$ cat src/rtl/led_scan_capture.sv
`timescale 1ns/1ps
// led_scan_capture
//   Receiving end of the 16x16 red/green LED board scan interface. It samples
//   the 36-bit scan bus, rebuilds the frame row by row in a shadow buffer, and
//   publishes a complete frame only after all 16 rows have been seen in order.
//
// Ports
//   CLK        system clock
//   RST_N      reset, asynchronous assert, active-low
//   GPIO_1     scan bus: [35:32] row select, [31:16] green, [15:0] red
//              (column 0 at the MSB of each half)
//   Enable     capture enable; when low, no captures and the stability count holds
//   RedPixels  last complete red frame, [row][col]
//   GrnPixels  last complete green frame, [row][col]
//   FrameValid one-cycle pulse when RedPixels/GrnPixels update
//   FrameCount completed frames since reset (wraps)
//   SeqErr     one-cycle pulse on an out-of-order row capture
//   CurRow     row index of the most recent capture
module led_scan_capture #(
  parameter int SYNC_STAGES   = 2,
  parameter int STABLE_CYCLES = 4
) (
  input  logic               CLK,
  input  logic               RST_N,
  input  logic [35:0]        GPIO_1,
  input  logic               Enable,
  output logic [15:0][15:0]  RedPixels,
  output logic [15:0][15:0]  GrnPixels,
  output logic               FrameValid,
  output logic [7:0]         FrameCount,
  output logic               SeqErr,
  output logic [3:0]         CurRow
);

  localparam int CW = $clog2(STABLE_CYCLES + 1);

  // ---------------------------------------------------------------------------
  // Input synchronizer
  // ---------------------------------------------------------------------------
  logic [35:0] sync_reg [SYNC_STAGES];

  genvar gi;
  generate
    for (gi = 0; gi < SYNC_STAGES; gi++) begin : g_sync
      if (gi == 0) begin : g_first
        always_ff @(posedge CLK or negedge RST_N) begin
          if (!RST_N) sync_reg[gi] <= '0;
          else        sync_reg[gi] <= GPIO_1;
        end
      end else begin : g_rest
        always_ff @(posedge CLK or negedge RST_N) begin
          if (!RST_N) sync_reg[gi] <= '0;
          else        sync_reg[gi] <= sync_reg[gi-1];
        end
      end
    end
  endgenerate

  logic [35:0] synced;
  logic [3:0]  row_sync;
  logic [15:0] red_row;
  logic [15:0] grn_row;

  assign synced   = sync_reg[SYNC_STAGES-1];
  assign row_sync = synced[35:32];

  // Bus carries column 0 at the MSB; pixel arrays are indexed by column.
  generate
    for (gi = 0; gi < 16; gi++) begin : g_colmap
      assign red_row[gi] = synced[15-gi];
      assign grn_row[gi] = synced[31-gi];
    end
  endgenerate

  // ---------------------------------------------------------------------------
  // Row-select stability counter
  // ---------------------------------------------------------------------------
  logic [3:0]    held_row_reg;
  logic [CW-1:0] count_reg;
  logic          capture;

  always_ff @(posedge CLK or negedge RST_N) begin
    if (!RST_N) begin
      held_row_reg <= '0;
      count_reg    <= '0;
    end else if (row_sync != held_row_reg) begin
      // A new row restarts the dwell even while capture is disabled.
      held_row_reg <= row_sync;
      count_reg    <= '0;
    end else if (Enable && (count_reg < CW'(STABLE_CYCLES))) begin
      count_reg <= count_reg + CW'(1);
    end
  end

  // Fires exactly once per dwell: on the step into saturation.
  assign capture = (row_sync == held_row_reg) && Enable &&
                   (count_reg == CW'(STABLE_CYCLES - 1));

  // ---------------------------------------------------------------------------
  // Sequence tracking
  // ---------------------------------------------------------------------------
  logic        locked_reg;
  logic [15:0] rows_seen_reg;
  logic [3:0]  expected_reg;
  logic [15:0] row_onehot;
  logic [15:0] rows_merged;
  logic        in_order;
  logic        frame_done;

  assign row_onehot  = 16'(1) << held_row_reg;
  assign rows_merged = rows_seen_reg | row_onehot;
  assign in_order    = locked_reg && (held_row_reg == expected_reg);
  // Only an in-order row 15 can complete a frame; a lock or a resync starts
  // rows_seen from a single bit, which can never be all ones.
  assign frame_done  = capture && in_order && (held_row_reg == 4'd15) && (&rows_merged);

  always_ff @(posedge CLK or negedge RST_N) begin
    if (!RST_N) begin
      locked_reg    <= 1'b0;
      rows_seen_reg <= '0;
      expected_reg  <= '0;
      SeqErr        <= 1'b0;
      CurRow        <= '0;
      FrameValid    <= 1'b0;
      FrameCount    <= '0;
    end else begin
      SeqErr     <= 1'b0;
      FrameValid <= 1'b0;
      if (capture) begin
        CurRow       <= held_row_reg;
        expected_reg <= held_row_reg + 4'd1;
        locked_reg   <= 1'b1;
        if (!locked_reg) begin
          rows_seen_reg <= row_onehot;
        end else if (in_order) begin
          rows_seen_reg <= frame_done ? 16'd0 : rows_merged;
        end else begin
          SeqErr        <= 1'b1;
          rows_seen_reg <= row_onehot;
        end
        if (frame_done) begin
          FrameValid <= 1'b1;
          FrameCount <= FrameCount + 8'd1;
        end
      end
    end
  end

  // ---------------------------------------------------------------------------
  // Shadow buffer and published frame
  // ---------------------------------------------------------------------------
  logic [15:0] shadow_red_reg [16];
  logic [15:0] shadow_grn_reg [16];
  logic [15:0] out_red_reg    [16];
  logic [15:0] out_grn_reg    [16];

  generate
    for (gi = 0; gi < 16; gi++) begin : g_rows
      always_ff @(posedge CLK or negedge RST_N) begin
        if (!RST_N) begin
          shadow_red_reg[gi] <= '0;
          shadow_grn_reg[gi] <= '0;
        end else if (capture && (held_row_reg == 4'(gi))) begin
          shadow_red_reg[gi] <= red_row;
          shadow_grn_reg[gi] <= grn_row;
        end
      end

      // Row 15 is being written to the shadow on the completing edge, so it is
      // taken straight from the bus; every other row comes from the shadow.
      always_ff @(posedge CLK or negedge RST_N) begin
        if (!RST_N) begin
          out_red_reg[gi] <= '0;
          out_grn_reg[gi] <= '0;
        end else if (frame_done) begin
          if (gi == 15) begin
            out_red_reg[gi] <= red_row;
            out_grn_reg[gi] <= grn_row;
          end else begin
            out_red_reg[gi] <= shadow_red_reg[gi];
            out_grn_reg[gi] <= shadow_grn_reg[gi];
          end
        end
      end

      assign RedPixels[gi] = out_red_reg[gi];
      assign GrnPixels[gi] = out_grn_reg[gi];
    end
  endgenerate

endmodule

$ cat config.mk
export PLATFORM = sky130hd
export DESIGN_NAME = led_scan_capture
export DESIGN_NICKNAME = d
export VERILOG_FILES = /design/src/rtl/led_scan_capture.sv
export SDC_FILE = /design/constraint.sdc
export NUM_CORES = 2
export LEC_CHECK = 0
export BUFFER_PORTS_ARGS = -buffer_cell sky130_fd_sc_hd__clkbuf_2
export CAP_MARGIN = 20
export CORE_UTILIZATION = 60
export CTS_CLUSTER_DIAMETER = 200
export DETAILED_ROUTE_END_ITERATION = 8
export PLACE_DENSITY_LB_ADDON = 0.08
export SYNTH_ARGS = -nofsm -noshare
export SYNTH_HDL_FRONTEND = slang
export SYNTH_SLANG_ARGS = --single-unit
$ cat constraint.sdc
create_clock -name CLK -period 5.4 [get_ports CLK]
set_input_delay 0.54 -clock CLK [delete_from_list [all_inputs] [get_ports CLK]]
set_output_delay 0.54 -clock CLK [all_outputs]
set_load 0.01 [all_outputs]
==> flow_summary_export.csv <==
group,metric,value,unit
global_route,antenna_found_initial,0,
placement,dp_cells,3748,
synthesis,synth-async-reset-ratio,100,%
sta,setup_tns,0,ns
cells_and_area,fin_cells,3982,
global_route,overflow,0,
worst_setup_path,end_kind,"flip-flop",
min_path,holdPathStages,3,
routing,drt_iter0_markers,1361,
worst_setup_path,cp_max_fo,103,
pwr,p_total,16.4,mW
clock_network,cts_buffers,109,
synthesis,ys.flop_type,"dfrtp_1",
routing,routed_wl,98100,um
cells_and_area,nets,3071,
pwr,p_per_area,339,nW/um^2
clock_network,post_cts_buffers,0,
floorplanning,die_h,263,um
sta,fin_crit_sh,65.9,%
sta,maxSlewHeadroom,26.0,%
floorplanning,start_util,60.8,%
clock_network,cts.path.max_buffers,3,
clock_network,htreeDepth,3,
sta,tightest_slew,1.11,ns
floorplanning,fp.coreArea,67400,um^2
synthesis,netlist_area,41000,um^2
synthesis,synth-edff-count,0,
clock_network,clock_latency,0.67,ns
routing,drc_errors,0,
cells_and_area,fin_util,71.9,%
clock_network,ctsHoldBuffers,37,
placement,place_congestion,0.819,
clock_network,cts_resized,0,
synthesis,syn_inst,2425,
sta,skew,0.0223,ns
routing,vias,22404,
cells_and_area,area_delta_synth_final,18.4,%
clock_network,cts_sinks,1106,
global_route,grt_max_degree,133,
worst_setup_path,path_class,"flip-flop to flip-flop",
worst_setup_path,reg2regPathDepth,9,
worst_setup_path,ff2ff_setup_slack,1.84,ns
clock_network,clk_pin_slew,0.07,ns
routing,wl_per_cell,24.6,um
outcome,run_status,"completed",
synthesis,synth_seq_area_share,67.6,%
placement,post-dp-hpwl,63600,um
routing,drt-pass1-iter-count,5,
sta,setup_viol,0,
placement,portBuffers,564,
flow_run,max_cap_violations,0,
cells_and_area,diodes,0,
worst_setup_path,start_kind,"flip-flop",
sta,max_freq,281,MHz
synthesis,synth.net_count,2473,
routing,vias_per_cell,5.63,
synthesis,ys_ff_latch,1106,
min_path,hold_path_class,"primary input to flip-flop",
floorplanning,die_x,263,um
cells_and_area,layout-drive-gt1-share,57.5,%
sta,rsz0062_at_grt,"false",
routing,final_antenna_net_count,0,
floorplanning,rows,95,
clock_network,root_buffer,"clkbuf_16",
global_route,grt.total_usage,29.0,%
synthesis,synth.distinct_cells,41,
pwr,peakVddDrop,0.302,mV
worst_setup_path,cp.arrival,4.08,ns
global_route,grt_pass1_wl,151000,um
synthesis,syn_avg_cell_area,16.9,um^2
sta,period_needed,3.56,ns
pwr,p_leak,26.1,nW
sta,slew_violations,0,
synthesis,yosys_warnings,0,
floorplanning,ios,565,
worst_setup_path,cp.required,5.93,ns
global_route,grt_pass1_vias,24347,
clock_network,cts_tree,"yes",
cells_and_area,nFillCells,4362,
floorplanning,die_area,69300,um^2
sta,hold_violations,0,
-- worst paths after layout --
kind / from / to
max: held_row_reg[0]$_DFFE_PN0P_ / GrnPixels[192]$_DFFE_PN0P_
min reg2reg: sync_reg[50]$_DFF_PN0_ / synced[14]$_DFF_PN0_
min in group asynchronous: RST_N / GrnPixels[176]$_DFFE_PN0P_
max reg2reg: held_row_reg[0]$_DFFE_PN0P_ / GrnPixels[192]$_DFFE_PN0P_
min: Enable / count_reg[2]$_DFFE_PN0P_
max in group asynchronous: RST_N / shadow_grn_reg[220]$_DFFE_PN0P_
-- synth_stat cells, types with 6 or more instances --
| master | instances | share of area (%) |
|---|---|---|
| dfrtp_1 | 1106 | 68 |
| mux2_2 | 993 | 27 |
| clkbuf_1 | 76 | 0.70 |
| buf_6 | 56 | 1.5 |
| nand2_1 | 27 | 0.25 |
| nand3_1 | 16 | 0.20 |
| nor2_1 | 13 | 0.12 |
| a21oi_1 | 12 | 0.15 |
| o21ai_0 | 12 | 0.15 |
| xor2_1 | 12 | 0.26 |
| buf_2 | 11 | 0.13 |
| nand4_1 | 11 | 0.17 |
| ha_1 | 9 | 0.27 |
| inv_1 | 7 | 0.064 |
| nor2b_1 | 7 | 0.11 |
| buf_1 | 6 | 0.055 |
-- stage by stage --
stage	hold WS [ns]	cell area [um^2]	setup slack, ns
after global routing	0.172	48500	1.71
after floorplan	0.244	41000	2.71
final	0.201	48500	1.84
after global placement	0.332	44400	2.01
after CTS	0.161	48500	1.90
after detailed placement	0.335	44400	1.95
-- cells in the final DEF, fill, tap and decap left out, types with 12 or more instances in the layout --
cell type / netlist / final
dfrtp_1: 1106 / 1106
mux2_2: 993 / 993
clkbuf_2: 0 / 563
clkbuf_16: 0 / 112
dlygate4sd3_1: 0 / 37
nand2_1: 27 / 27
clkbuf_8: 0 / 27
buf_4: 3 / 24
clkinv_2: 0 / 20
clkbuf_1: 76 / 18
buf_12: 0 / 14
nor2_1: 13 / 13
a21oi_1: 12 / 12
xor2_1: 12 / 12
-- critical path, cell delays in order (launching register included) --
cell and delay [ns]:
dfrtp_1 0.49, ha_1 0.42, ha_1 0.28, o22ai_1 0.11
nor3_1 0.26, nand3_1 0.18, nor4b_4 0.49, buf_4 0.25
buf_12 0.44, mux2_2 0.41
-- layout make-up --
cell class	count	area [um^2]	area share, %
tap	873	1090	2.25
multi-input combinational	1160	12300	25.4
inverter	7	26.3	0.0542
clock inverter	40	490	1.01
timing repair buffer	639	3660	7.56
clock buffer	157	3240	6.69
sequential	1106	27700	57.1
-- report_power, final --
group | switching, mW | total [mW] | internal, mW
Clock | 3.12 | 7.76 | 4.63
Sequential | 0.102 | 8.42 | 8.32
Combinational | 0.183 | 0.239 | 0.0553
Total | 3.41 | 16.4 | 13.0
-- routing by layer --
metal	up-vias	GRT usage (%)	part of all wire (%)
met4	0	11.2	4.0
met5	-	0	0
met2	559	48.2	50
met1	11944	35.5	39
met3	179	8.95	6.9
li1	9722	-	-
-- cell families after synthesis --
group           synth area share [%]
flops                           67.6
mux                             27.3
buf+inv                         2.54
simple gates                    1.44
compound gates                 0.519
xor+xnor                       0.342
fa+ha+maj                      0.275
No activity file was read; power rests on OpenSTA's default activity.
